`config.mk`:
```
export PLATFORM = sky130hd
export DESIGN_NAME = uart_alu_ctrl
export DESIGN_NICKNAME = d
export VERILOG_FILES = /design/src/rtl/uart_alu_ctrl.sv
export SDC_FILE = /design/constraint.sdc
export NUM_CORES = 1
export LEC_CHECK = 0
export BUFFER_PORTS_ARGS = -buffer_cell sky130_fd_sc_hd__clkbuf_2
export CORE_MARGIN = 2
export CORE_UTILIZATION = 40
export CTS_BUF_LIST = sky130_fd_sc_hd__clkbuf_4
export DETAILED_ROUTE_END_ITERATION = 6
export HOLD_SLACK_MARGIN = 0.12
export SLEW_MARGIN = 15
export SYNTH_ARGS = -nofsm -noshare
export SYNTH_HDL_FRONTEND = slang
export SYNTH_SLANG_ARGS = --single-unit
```
`constraint.sdc`:
```
create_clock -name i_clock -period 2.6 [get_ports i_clock]
set_input_delay 0.52 -clock i_clock [delete_from_list [all_inputs] [get_ports i_clock]]
set_output_delay 0.52 -clock i_clock [all_outputs]
set_load 0.01 [all_outputs]
```
`src/rtl/uart_alu_ctrl.sv`:
```
// rtl/uart_alu_ctrl.sv - sequencer collecting A/B/opcode bytes from uart_rx, driving the ALU
// and handing the result to uart_tx, with parity/timeout/overrun error reporting.
module uart_alu_ctrl #(
  parameter int N_DATA          = 8,
  parameter int PARITY_CHECK    = 1,
  parameter int EVEN_ODD_PARITY = 1,
  parameter int N_OP            = 6,
  parameter int N_TIMEOUT       = 50000,
  parameter int NB_TIMEOUT      = 16
) (
  input  logic                           i_clock,
  input  logic                           i_reset,
  input  logic [N_DATA+PARITY_CHECK-1:0] i_rx_data,
  input  logic                           i_rx_done,
  input  logic [N_DATA-1:0]              i_alu_result,
  input  logic                           i_tx_done,
  output logic [N_DATA-1:0]              o_alu_a,
  output logic [N_DATA-1:0]              o_alu_b,
  output logic [N_OP-1:0]                o_alu_op,
  output logic [N_DATA-1:0]              o_tx_data,
  output logic                           o_tx_start,
  output logic                           o_busy,
  output logic                           o_err,
  output logic [1:0]                     o_err_code
);

  typedef enum logic [2:0] {
    S_WAIT_A, S_WAIT_B, S_WAIT_OP, S_EXEC, S_SEND, S_WAIT_TX
  } state_e;

  localparam logic [1:0] ERR_PARITY  = 2'b01;
  localparam logic [1:0] ERR_TIMEOUT = 2'b10;
  localparam logic [1:0] ERR_OVERRUN = 2'b11;
  // The counter holds the number of idle cycles already seen; the next idle cycle is the last allowed.
  localparam logic [NB_TIMEOUT-1:0] CNT_LAST = NB_TIMEOUT'(N_TIMEOUT - 2);

  state_e                  state_q;
  logic [NB_TIMEOUT-1:0]   cnt_q;
  logic [N_DATA-1:0]       a_q, b_q, tx_data_q;
  logic [N_OP-1:0]         op_q;
  logic                    tx_start_q, err_q;
  logic [1:0]              err_code_q;

  logic [N_DATA-1:0]       rx_byte;
  logic                    parity_ok;
  logic                    busy;

  assign rx_byte   = i_rx_data[N_DATA-1:0];
  assign parity_ok = (PARITY_CHECK == 0) || ((^i_rx_data) == (EVEN_ODD_PARITY != 0));
  assign busy      = (state_q == S_EXEC) || (state_q == S_SEND) || (state_q == S_WAIT_TX);

  always_ff @(posedge i_clock or negedge i_reset) begin
    if (!i_reset) begin
      state_q    <= S_WAIT_A;
      cnt_q      <= '0;
      a_q        <= '0;
      b_q        <= '0;
      op_q       <= '0;
      tx_data_q  <= '0;
      tx_start_q <= 1'b0;
      err_q      <= 1'b0;
      err_code_q <= '0;
    end else begin
      err_q      <= 1'b0;
      tx_start_q <= 1'b0;
      case (state_q)
        S_WAIT_A: begin
          if (i_rx_done) begin
            cnt_q <= '0;
            if (parity_ok) begin
              a_q     <= rx_byte;
              state_q <= S_WAIT_B;
            end else begin
              err_q      <= 1'b1;
              err_code_q <= ERR_PARITY;
            end
          end
        end
        S_WAIT_B, S_WAIT_OP: begin
          if (i_rx_done) begin
            cnt_q <= '0;
            if (!parity_ok) begin
              err_q      <= 1'b1;
              err_code_q <= ERR_PARITY;
              state_q    <= S_WAIT_A;
            end else if (state_q == S_WAIT_B) begin
              b_q     <= rx_byte;
              state_q <= S_WAIT_OP;
            end else begin
              op_q    <= rx_byte[N_OP-1:0];
              state_q <= S_EXEC;
            end
          end else if (cnt_q == CNT_LAST) begin
            err_q      <= 1'b1;
            err_code_q <= ERR_TIMEOUT;
            state_q    <= S_WAIT_A;
            cnt_q      <= '0;
          end else begin
            cnt_q <= cnt_q + 1'b1;
          end
        end
        S_EXEC: begin
          tx_data_q  <= i_alu_result;
          tx_start_q <= 1'b1;
          state_q    <= S_SEND;
        end
        S_SEND: begin
          state_q <= S_WAIT_TX;
        end
        S_WAIT_TX: begin
          if (i_tx_done) begin
            state_q <= S_WAIT_A;
          end
        end
        default: begin
          state_q <= S_WAIT_A;
        end
      endcase
      // A byte arriving while a command is in flight is dropped without disturbing the transfer.
      if (i_rx_done && busy) begin
        err_q      <= 1'b1;
        err_code_q <= ERR_OVERRUN;
      end
    end
  end

  assign o_alu_a    = a_q;
  assign o_alu_b    = b_q;
  assign o_alu_op   = op_q;
  assign o_tx_data  = tx_data_q;
  assign o_tx_start = tx_start_q;
  assign o_busy     = busy;
  assign o_err      = err_q;
  assign o_err_code = err_code_q;

endmodule

```
After elaboration in Yosys (flattened, before gate mapping)
Cells that the tools add are included.

word-level totals
  bits of input ports = 21
  word-level logic and storage cells = 62
  output and inout bits = 35
  register bits = 53

cells by class
  bitwise operators = 1
  multiplexer cells = 25
  equal/unequal tests = 12
  reduce and logical (&&, ||, !) cells = 14
  add/sub/neg operators = 1

operators by type and width
  kind                                                             number
  16-bit two-way mux                                               3
  16-bit case mux with 2 select lines                              1
  16-bit by 1-bit adder with 16-bit output, second input constant  1
  16-bit == test, second input constant                            1
  3-bit two-way mux                                                5
  3-bit case mux with 5 select lines                               1
  2-bit two-way mux                                                6
  4-bit AND reduction                                              3
  9-bit parity                                                     1
  1-bit two-way mux                                                7
  3-bit by 2-bit == test with 1-bit output, second input constant  2
  3-bit == test, second input constant                             2
  2-bit != test, second input constant                             3
  3-bit != test, second input constant                             2
  3-bit AND reduction                                              2
  4-bit != test, second input constant                             1
  2-bit case mux with 2 select lines                               1
  3-bit by 1-bit == test with 1-bit output, second input constant  1
  3-bit logical NOT                                                1
  3-bit nonzero test                                               1
  1-bit logical OR                                                 2
  1-bit case mux with 2 select lines                               1
  2-bit AND reduction                                              1
  2-bit nonzero test                                               1
  other kinds (3)                                                  3

Logic depth before layout (Yosys ltp)
Gate-level depths: netlist of the first run.

  depth after elaboration = 6
  gate-level depth with buffers = 8
  mapped depth without buffers = 7

Least setup slack after synthesis of the first run
No wires, ideal clock.

  path type = input -> register
  from = input i_rx_data[5]
  to = register b_q[0], in the netlist o_alu_b[0]
  library setup time = 125 ps
  required time = 2475 ps
  stages on the path = 5
  path slack = 314 ps
  arrival = 2162 ps
  path buffers = 0
  cell sequence = xor2_1 xnor3_2 xnor2_4 nor4_4 mux2_2

between the ends
  longest elaborated chain between the ends = 2

ends and longest elaborated chain
  item                                  line  text
  from (decl)                           13    input logic [N_DATA+PARITY_CHECK-1:0] i_rx_data,
  9-bit parity                          49    assign parity_ok = (PARITY_CHECK == 0) || ((^i_rx_data) == (EVEN_ODD_PARITY != 0));
  4-bit AND reduction (no source line)  n/a
  to (signal assigned)                  87    b_q <= rx_byte;
  to (decl)                             39    logic [N_DATA-1:0] a_q, b_q, tx_data_q;

No other way between the ends.
A chain may end at the register's enable or synchronous reset.

Final worst setup path of the first run
  from = register cnt_q[10]
  to = register state_q[1]

between the ends
  longest elaborated chain between the ends = 3

ends and longest elaborated chain
  item                                  line  text
  from (decl)                           38    logic [NB_TIMEOUT-1:0] cnt_q;
  from (signal assigned)                99    cnt_q <= cnt_q + 1'b1;
  16-bit == test                        93    end else if (cnt_q == CNT_LAST) begin
  3-bit != test (no source line)        n/a
  4-bit AND reduction (no source line)  n/a
  to (signal assigned)                  91    state_q <= S_EXEC;
  to (signal assigned)                  96    state_q <= S_WAIT_A;
  to (signal assigned)                  105   state_q <= S_SEND;
  to (decl)                             37    state_e state_q;

No other way between the ends.

==> flow_summary.yaml, run 1 <==
global_routing:
  grt_pass1_vias: 1729
  grt_overflow_total: 0
  grt_max_degree: 32
  grt_first_pass_wirelength_um: 8300
  antenna_found_initial: 0
  grt.total_usage_pct: 16.02
timing:
  rsz0062_at_grt: "false"
  worst_clock_skew_ns: 0.01434
  worst_pin_slew_ns: 0.7438
  fin_tns_setup_ns: 0
  hold_viol: 0
  slew_violations: 0
  post-route-min-period_ns: 2.143
  fin_crit_sh_pct: 82.42
  fmax_ghz: 0.4667
  max_slew_margin_pct: 49.96
  setup_viol_count_final: 0
critical_path:
  ff2ff_path_depth: 5
  worstReg2RegStart: "cnt_q[10]"
  rrSetupSlack_ns: 0.46
  cp_data_arrival_time_ns: 2.42
  timing.rr.end: "state_q[1]"
  cp-startpoint: "cnt_q[10]"
  worst_setup_path_start_kind: "flop"
  crit_fanout: 6
  required_ns: 2.88
  cp-end-kind: "flop"
  critPathKind: "flop to flop"
  crit_end: "state_q[1]"
drt:
  route.vias.total: 1811
  drtIter0Drc: 52
  wl_met2_um: 2262
  drt_pass1_iterations: 4
  remaining_drc_errors: 0
  final_antenna_net_count: 0
  routed_wl_um: 5003
  dr.max_layer_used: "met4"
  avgRoutedWirePerCell_um: 13.74
  drt-met1-wl_um: 2440
  vias_per_cell: 4.975
  wl_met3_um: 233
finish:
  nFillCells: 577
  layout-drive-gt1-share_pct: 34.60
  insertedDiodeCount: 0
  post-route-util_pct: 49.94
  area_growth_pct: 20.11
  finalNetCount: 312
placement:
  io_buffers: 55
  dpl.hpwl_um: 3713
  gp_congestion: 0.8129
power:
  leakage_nw: 1.390
  peakVddDrop_uv: 494.9
  fin_total_pwr_mw: 3.146
  p_per_area_mw_per_mm2: 1058
clocking:
  htree_num_levels: 2
  clockBufferDepth: 2
  clock_sinks: 53
  ctsResizeCount: 0
  clk_latency_ns: 0.37
  tritoncts: "built"
  hold_buffers: 0
  root_buffer: "clkbuf_4"
  post-cts-setup-buffer-count: 0
  cts_made_buffers: 5
  path_clk_slew_ns: 0.15
synthesis:
  synthTopCellsByCount: "dfrtp_1 (53), nand2_1 (37), mux2_2 (22), nor2_1 (14), o21ai_0 (14)"
  syn-cell-area_sq_mm: 0.002476
  netlist.top_cell.by_area: "dfrtp_1"
  synth_seq_cells: 53
  synth-compound-area-share_pct: 6.620
  synth_top_area_share_pct: 53.56
  synth_most_common_cell: "dfrtp_1"
  yosysUniqueCellTypes: 37
  synth_cells: 224
  synth_warnings: 0
  syn_avg_cell_area_sq_um: 11.05
  synthArstFlopShare_pct: 100.0
  synth_nets: 247
  ys.flop_type: "dfrtp_1"
  ys_top_cells_by_area: "dfrtp_1 (54%), mux2_2 (10%), nand2_1 (5.6%), o21ai_0 (2.8%), xor2_1 (2.8%)"
  synth_xor_area_share_pct: 7.024
  synth-seq-area-share_pct: 53.56
  synthAdderAreaFrac_pct: 1.011
  synthMuxAreaShare_pct: 10.01
  synth_simple_gate_area_share_pct: 19.15
  synth_top_family_by_area: "simple AND/OR/NAND/NOR gates"
  synth-edff-count: 0
die:
  coreArea_sq_mm: 0.005956
  dieArea_sq_mm: 0.006836
  initial_core_util_pct: 41.58
  ios: 56
  rows: 28
  fp.dieH_um: 82.68
  die_w_um: 82.68
status:
  outcome: "finished, final reports clean"
run:
  max-cap-violations: 0
worst_hold_path:
  worstHoldPathType: "input port to asynchronous set/reset pin"
[per-layer routing]
| metal | up-vias | GRT usage (%) |
|---|---|---|
| met1 | 864 | 22.23 |
| met3 | 7 | 4.239 |
| li1 | 902 | - |
| met5 | - | 0 |
| met2 | 38 | 24.60 |
| met4 | 0 | 4.918 |
[registers in the layout (all words and copies together), names as in the netlist]
signal	cells
cnt_q	16
o_alu_a	8
o_alu_b	8
o_alu_op	6
o_err	1
o_err_code	2
o_tx_data	8
o_tx_start	1
state_q	3
[cell families after synthesis]
| family | after synthesis |
|---|---|
| buffers and inverters | 16 |
| adders and majority gates | 2 |
| and+or+nand+nor | 87 |
| DFF | 53 |
| AOI/OAI and AO/OA | 28 |
| muxes | 22 |
| xor gates and xnor gates | 16 |
[worst max-delay path, cell delays in order (launching register included)]
cell,delay (ns)
dfrtp_1,0.43
or4_1,0.58
nor4_4,0.40
nor2_1,0.18
buf_4,0.19
a211o_1,0.28
[how the worst min path moves through the flow]
stage | startpoint | to | slack, ns | cells after the start
floorplan | i_reset | cnt_q[0] | 0.22 | 0
global placement | o_tx_data[0] | o_tx_data[0] | 0.46 | 2
detailed placement | o_tx_data[3] | o_tx_data[3] | 0.47 | 2
CTS | i_reset | o_tx_data[0] | 0.14 | 1
global route | i_reset | o_tx_data[0] | 0.16 | 1
finish | i_reset | o_tx_start | 0.14 | 1
[layout make-up]
class	count	area [sq um]	area share [%]
Tap cell	75	93.84	3.155
Multi-Input combinational cell	155	1085	36.47
Clock buffer	5	37.54	1.262
Clock inverter	2	35.03	1.178
Sequential cell	53	1326	44.59
Timing Repair Buffer	65	362.8	12.20
Inverter	9	33.78	1.136
[per-stage QoR]
stage	cells	hold slack, ns	worst slack (ns)	area [sq um]
after global placement	357	0.4591	0.1364	2902
after floorplan	224	0.2244	0.3136	2476
after detailed placement	357	0.4659	0.1296	2902
final	364	0.1449	0.4571	2974
after CTS	364	0.1406	0.4346	2974
after global routing	364	0.1582	0.3166	2974
[where the power goes]
part	leakage [nW]	internal, mW	switching [mW]
clock	0.0410	0.196	0.251
combinational	0.676	0.649	0.737
sequential	0.673	1.12	0.194
total	1.39	1.96	1.18
[cells in the final DEF, fill, tap and decap left out, types with 2 or more instances in the layout]
cell type / n
mux2_2: 22
clkbuf_2: 55
nor4_1: 2
a21oi_1: 6
clkbuf_4: 5
o21ai_0: 14
nor2_1: 14
xnor2_1: 6
nand2b_1: 2
ha_1: 2
xor2_1: 8
buf_4: 9
or3_1: 3
nor4_4: 3
and2_1: 3
nand2_1: 37
inv_1: 8
dfrtp_1: 53
nand3b_1: 2
nor3_1: 3
nand4_1: 6
nand3_1: 8
(Power assumes the default switching activity.)
==> run 2, diff against run 1 <==
ABC_AREA = 1   (was unset)
clock period = 2.1 ns   (was 2.6 ns; I/O delays follow)
==> run 2 against run 1 <==
Via count grew 23%; worst setup slack lost 0.14 ns; total power rose by 24%; wire length increased by 13%; flip-flop and latch count unchanged; clock-buffer cell count is 2 higher; cell area is 4.1% higher; clock skew down 0.0040 ns; first-iteration DRC count up 15%; core utilization shrank 1.4 points; synthesized area grew 7.6%; critical endpoint is now o_busy; largest power group unchanged.
==> flow_summary.yaml, run 2 <==
drt:
  dr.max_layer_used: "met4"
  drt_pass1_iterations: 4
  routed_wl_um: 5652
  vias_per_cell: 4.715
  wl_met3_um: 277
  remaining_drc_errors: 0
  avgRoutedWirePerCell_um: 11.95
  drt-met1-wl_um: 2785
  drtIter0Drc: 60
  route.vias.total: 2230
  wl_met2_um: 2545
  final_antenna_net_count: 0
global_routing:
  grt.total_usage_pct: 17.14
  grt_pass1_vias: 2187
  grt_max_degree: 19
  grt_first_pass_wirelength_um: 10160
  antenna_found_initial: 0
  grt_overflow_total: 0
clocking:
  cts_made_buffers: 5
  clockBufferDepth: 2
  path_clk_slew_ns: 0.15
  clk_latency_ns: 0.38
  root_buffer: "clkbuf_4"
  clock_sinks: 53
  tritoncts: "built"
  htree_num_levels: 2
synthesis:
  synth-seq-area-share_pct: 49.79
  synth-edff-count: 0
  synth_nets: 355
  synth_top_area_share_pct: 49.79
  synth_cells: 332
  yosysUniqueCellTypes: 32
  ys.flop_type: "dfrtp_1"
  synth_seq_cells: 53
  syn_avg_cell_area_sq_um: 8.024
  syn-cell-area_sq_mm: 0.002664
  synth_warnings: 0
  synthTopCellsByCount: "nand2_1 (127), dfrtp_1 (53), inv_1 (24), nor2_1 (23), o21ai_1 (16)"
  netlist.top_cell.by_area: "dfrtp_1"
  ys_top_cells_by_area: "dfrtp_1 (50%), nand2_1 (18%), inv_1 (3.4%), nor2_1 (3.2%), o21ai_1 (3.0%)"
  synth_most_common_cell: "nand2_1"
  synthArstFlopShare_pct: 100.0
finish:
  layout-drive-gt1-share_pct: 26.52
  layout_common_cells: "nand2_1 (127), clkbuf_2 (55), dfrtp_1 (53), inv_1 (24), nor2_1 (23)"
  postLayoutCellArea_sq_mm: 0.003097
  finalNetCount: 418
  area_growth_pct: 16.25
  insertedDiodeCount: 0
  instances_no_fill: 473
  mostFrequentLayoutCell: "nand2_1"
  largest_register_ffs: 16
  nFillCells: 647
  regMostFlops: "cnt_q"
critical_path:
  worst_setup_path_start_kind: "flop"
  critPathBufInv: 1
  cpLargestDelayFamily: "flip-flops"
  slowest_delay_ns: 0.50
  cp-end-kind: "primary output"
  critPathKind: "flop to primary output"
  crit_fanout: 6
  required_ns: 1.68
  cp_data_arrival_time_ns: 1.36
  crit_chain: "nor2_4, nand2_1, nand3_1, clkbuf_2"
  slowest_stage: "dfrtp_1"
timing:
  fin_crit_sh_pct: 84.82
  worst_clock_skew_ns: 0.01036
  setup_viol_count_final: 0
  max_slew_margin_pct: 70.47
  slew_violations: 0
  hold_viol: 0
  rsz0062_at_grt: "false"
  fin_tns_setup_ns: 0
  worst_pin_slew_ns: 0.4430
  fmax_ghz: 0.5614
  post-route-min-period_ns: 1.781
die:
  ios: 56
  initial_core_util_pct: 41.71
  die_w_um: 85.61
  fp.dieH_um: 85.61
  rows: 29
  dieArea_sq_mm: 0.007328
  coreArea_sq_mm: 0.006386
power:
  peakVddDrop_uv: 593.0
  p_per_area_mw_per_mm2: 1265
  leakage_nw: 1.665
placement:
  gp_congestion: 0.9081
  dpl.hpwl_um: 4358
  io_buffers: 55
  dp.cells: 464
  dpl-instance-area_sq_mm: 0.003027
worst_hold_path:
  worstHoldPathType: "input port to flop"
run:
  max-cap-violations: 0
status:
  outcome: "finished, final reports clean"
## run 2: cell types whose count changed after synthesis, sizes merged, moves of 3 or more
cell,previous run,this run
xnor2,7,0
xor2,8,4
o21ai,14,34
nand3,8,12
inv,8,40
clkbuf,5,0
nor3,3,7
mux2,22,0
nand2,37,130
nor2,14,27
nor4,5,1
or3,3,0
and2,3,0
## run 2: where the power goes
part	switching [mW]	internal (mW)	leakage, nW
combinational	1.16	0.655	0.950
sequential	0.246	1.37	0.682
clock	0.321	0.159	0.0324
## run 2: layout make-up
| cell class | instances | area [sq um] | area share (%) |
|---|---|---|---|
| clock buffers | 7 | 52.55 | 1.697 |
| flip-flops and latches | 53 | 1326 | 42.83 |
| repair buffers | 60 | 315.3 | 10.18 |
| multi-input cells | 234 | 1142 | 36.89 |
| clock inverters | 1 | 7.507 | 0.2424 |
| well taps | 77 | 96.34 | 3.111 |
| inverters | 41 | 156.4 | 5.051 |
## run 2: worst reg2reg max path: stages, from the launching register on
cell and delay, ns:
dfrtp_1 0.46, inv_1 0.08, ha_1 0.14, nand4_1 0.09, nor2_1 0.11, nand3_1 0.11, nand2_2 0.19, nand2_1 0.13
nor3_1 0.28, a21oi_1 0.08
## run 2: stage by stage
stage	hold slack (ns)	util, %	worst slack, ns	total power [mW]
finish	0.2315	48.49	0.3187	3.916
global route	0.2205	48.49	0.07040	4.275
CTS	0.2163	48.49	0.2951	3.976
detailed placement	0.3899	47.39	0.3294	3.479
global placement	0.3888	47.39	0.3618	3.465
floorplan	0.1244	-	0.6361	2.864
## run 2: layer usage
layer / up-vias / global-route usage [%]
li1: 1173 / -
met1: 1011 / 23.56
met2: 42 / 27.13
met3: 4 / 4.524
met4: 0 / 4.329
met5: - / 0
## run 2: final timing paths
path	slack (ns)	depth (start not counted)	from	endpoint
worst max-delay path	0.32	4	state_q[1]	o_busy
worst min-delay path	0.23	3	i_alu_result[5]	o_tx_data[5]
worst max register to register	0.34	9	cnt_q[0]	o_err_code[0]
worst min register to register	0.50	2	o_tx_data[5]	o_tx_data[5]
max in group asynchronous	1.00	3	i_reset	cnt_q[1]
min in group asynchronous	0.51	2	i_reset	o_alu_a[4]
## run 2: cell families (layout without fill, tap and decap cells)
logic type	after synthesis	after routing	share of synthesized area [%]
simple gates	183	183	30.53
compound gates	45	45	10.10
buf+inv	45	109	7.327
fa+ha+maj	2	2	0.9393
xor+xnor	4	4	1.315
flops	53	53	49.79
## run 2: timing repair
item,in CTS,in global routing
gates resized for setup,0,0
setup buffers,0,0
hold buffers,1,0
endpoints found under the hold margin,15,0
==> run 3, diff against run 2 <==
clock period = 1.72 ns   (was 2.1 ns; I/O delays follow)
==> run 3 against run 2 <==
First-iteration DRC count up 80%; worst setup slack worse by 0.23 ns; sequential power up 22%; critical path depth up 1; wire length up 0.55%; clock-buffer cell count down 2; via count up 0.36%.
==> flow_summary.yaml, run 3 (synthesis gave the netlist of run 2 again) <==
die:
  initial_core_util_pct: 41.71
  dieArea_sq_mm: 0.007328
  coreArea_sq_mm: 0.006386
  rows: 29
  fp.dieH_um: 85.61
  die_w_um: 85.61
  ios: 56
critical_path:
  crit_fanout: 4
  required_ns: 1.38
  cp-end-kind: "primary output"
  cp_data_arrival_time_ns: 1.29
  slowest_delay_ns: 0.46
  worstReg2RegStart: "cnt_q[1]"
  crit_chain: "buf_6, nor2_4, nand2_2, nand3_2, buf_6"
  critPathKind: "flop to primary output"
  critPathMostFrequentCell: "buf_6"
  cp-startpoint: "state_q[1]"
  rrSetupSlack_ns: 0.13
  slowest_stage: "dfrtp_2"
  worst_setup_path_start_kind: "flop"
drt:
  vias_per_cell: 4.643
  drt_pass1_iterations: 5
  route.vias.total: 2238
  final_antenna_net_count: 0
  routed_wl_um: 5683
  remaining_drc_errors: 0
  avgRoutedWirePerCell_um: 11.79
  drtIter0Drc: 108
clocking:
  path_clk_slew_ns: 0.14
  root_buffer: "clkbuf_4"
  tritoncts: "built"
  clock_sinks: 53
  htree_num_levels: 2
  clockBufferDepth: 2
  clk_latency_ns: 0.37
  cts_made_buffers: 5
finish:
  mostFrequentLayoutCell: "nand2_1"
  largest_register_ffs: 16
  nFillCells: 615
  layout-drive-gt1-share_pct: 30.86
  layout_common_cells: "nand2_1 (125), clkbuf_2 (54), dfrtp_1 (49), inv_1 (24), nor2_1 (20)"
  post-route-util_pct: 50.84
  regMostFlops: "cnt_q"
  insertedDiodeCount: 0
  finalNetCount: 427
  area_growth_pct: 21.89
timing:
  hold_viol: 0
  slew_violations: 0
  fmax_ghz: 0.6128
  fin_crit_sh_pct: 94.88
  post-route-min-period_ns: 1.632
  setup_viol_count_final: 0
  fin_tns_setup_ns: 0
  max_slew_margin_pct: 77.53
  worst_clock_skew_ns: 0.01744
  rsz0062_at_grt: "true"
  worst_pin_slew_ns: 0.3371
worst_hold_path:
  worstHoldPathType: "input port to flop"
  min-delay-start: "i_alu_result[7]"
global_routing:
  antenna_found_initial: 0
  grt_pass1_vias: 2188
  grt_first_pass_wirelength_um: 9936
  grt.total_usage_pct: 16.84
  grt_max_degree: 31
  grt_overflow_total: 0
power:
  peakVddDrop_uv: 705.2
  p_per_area_mw_per_mm2: 1581
  p_seq_share_pct: 38.6
  swShare_pct: 42.56
  p_int_mw: 2.948
  comb_power_share_pct: 47.9
  leakage_nw: 1.726
  p_sw_mw: 2.184
  clockPowerShare_pct: 13.5
placement:
  io_buffers: 55
  gp_congestion: 0.8263
  dpl.hpwl_um: 4334
run:
  max-cap-violations: 0
status:
  outcome: "finished, final reports clean"
run 3: worst paths after layout:
check                          endpoint  cells after the start
min in group asynchronous     cnt_q[11]                      2
min                        o_tx_data[7]                      3
max                              o_busy                      5
min reg2reg                o_tx_data[5]                      2
max in group asynchronous    state_q[2]                      3
max reg2reg                   cnt_q[12]                     10
run 3: what timing repair did:
action | 4_1_cts | 5_1_grt
hold buffers | 1 | 0
endpoints found under the hold margin | 9 | 0
gates resized for setup | 2 | 15
setup buffers | 2 | 2
endpoints found under the setup margin | 1 | 13
run 3: critical path, delay by kind of cell (launching register included):
kind / cells / cell delay (ns)
buffers and inverters: 2 / 0.24
AND/OR/NAND/NOR: 3 / 0.22
flip-flops: 1 / 0.46
run 3: power by group through the flow:
stage | clock network (mW) | registers, mW | logic, mW
after floorplan | 0 | 2.15 | 1.35
after global placement | 0 | 1.99 | 2.28
after detailed placement | 0 | 1.99 | 2.32
after CTS | 0.728 | 1.97 | 2.36
after global routing | 0.782 | 2.04 | 2.78
final | 0.694 | 1.98 | 2.46
run 3: metrics by stage:
| stage | hold WS (ns) | worst slack (ns) | std cells | power, mW | instance area (sq um) |
|---|---|---|---|---|---|
| 2_1_floorplan | 0.04841 | 0.2561 | 332 | 3.497 | 2664 |
| 3_3_place_gp | 0.2511 | 0.06781 | 469 | 4.268 | 3077 |
| 3_5_place_dp | 0.2527 | 0.007771 | 469 | 4.306 | 3077 |
| 4_1_cts | 0.1479 | 0.006086 | 480 | 5.061 | 3189 |
| 5_1_grt | 0.1384 | -0.02375 | 482 | 5.605 | 3247 |
| 6_report | 0.1612 | 0.08812 | 482 | 5.133 | 3247 |
run 3: per-layer routing:
layer / share of wire (%) / vias to the layer above / wire length, um / GRT usage [%]
met2: 44 / 47 / 2498 / 25.43
li1: - / 1191 / - / -
met5: 0 / - / 0 / 0
met4: 1.1 / 0 / 64 / 4.618
met3: 5.1 / 6 / 291 / 4.235
met1: 50 / 994 / 2829 / 24.17
run 3: final cells by class:
| type | instances | area (sq um) | share of cell area (%) |
|---|---|---|---|
| well taps | 77 | 96.34 | 2.967 |
| clock buffers | 5 | 37.54 | 1.156 |
| multi-input cells | 234 | 1176 | 36.22 |
| inverters | 41 | 158.9 | 4.894 |
| repair buffers | 69 | 405.4 | 12.49 |
| clock inverters | 3 | 41.29 | 1.272 |
| flip-flops and latches | 53 | 1331 | 41.00 |
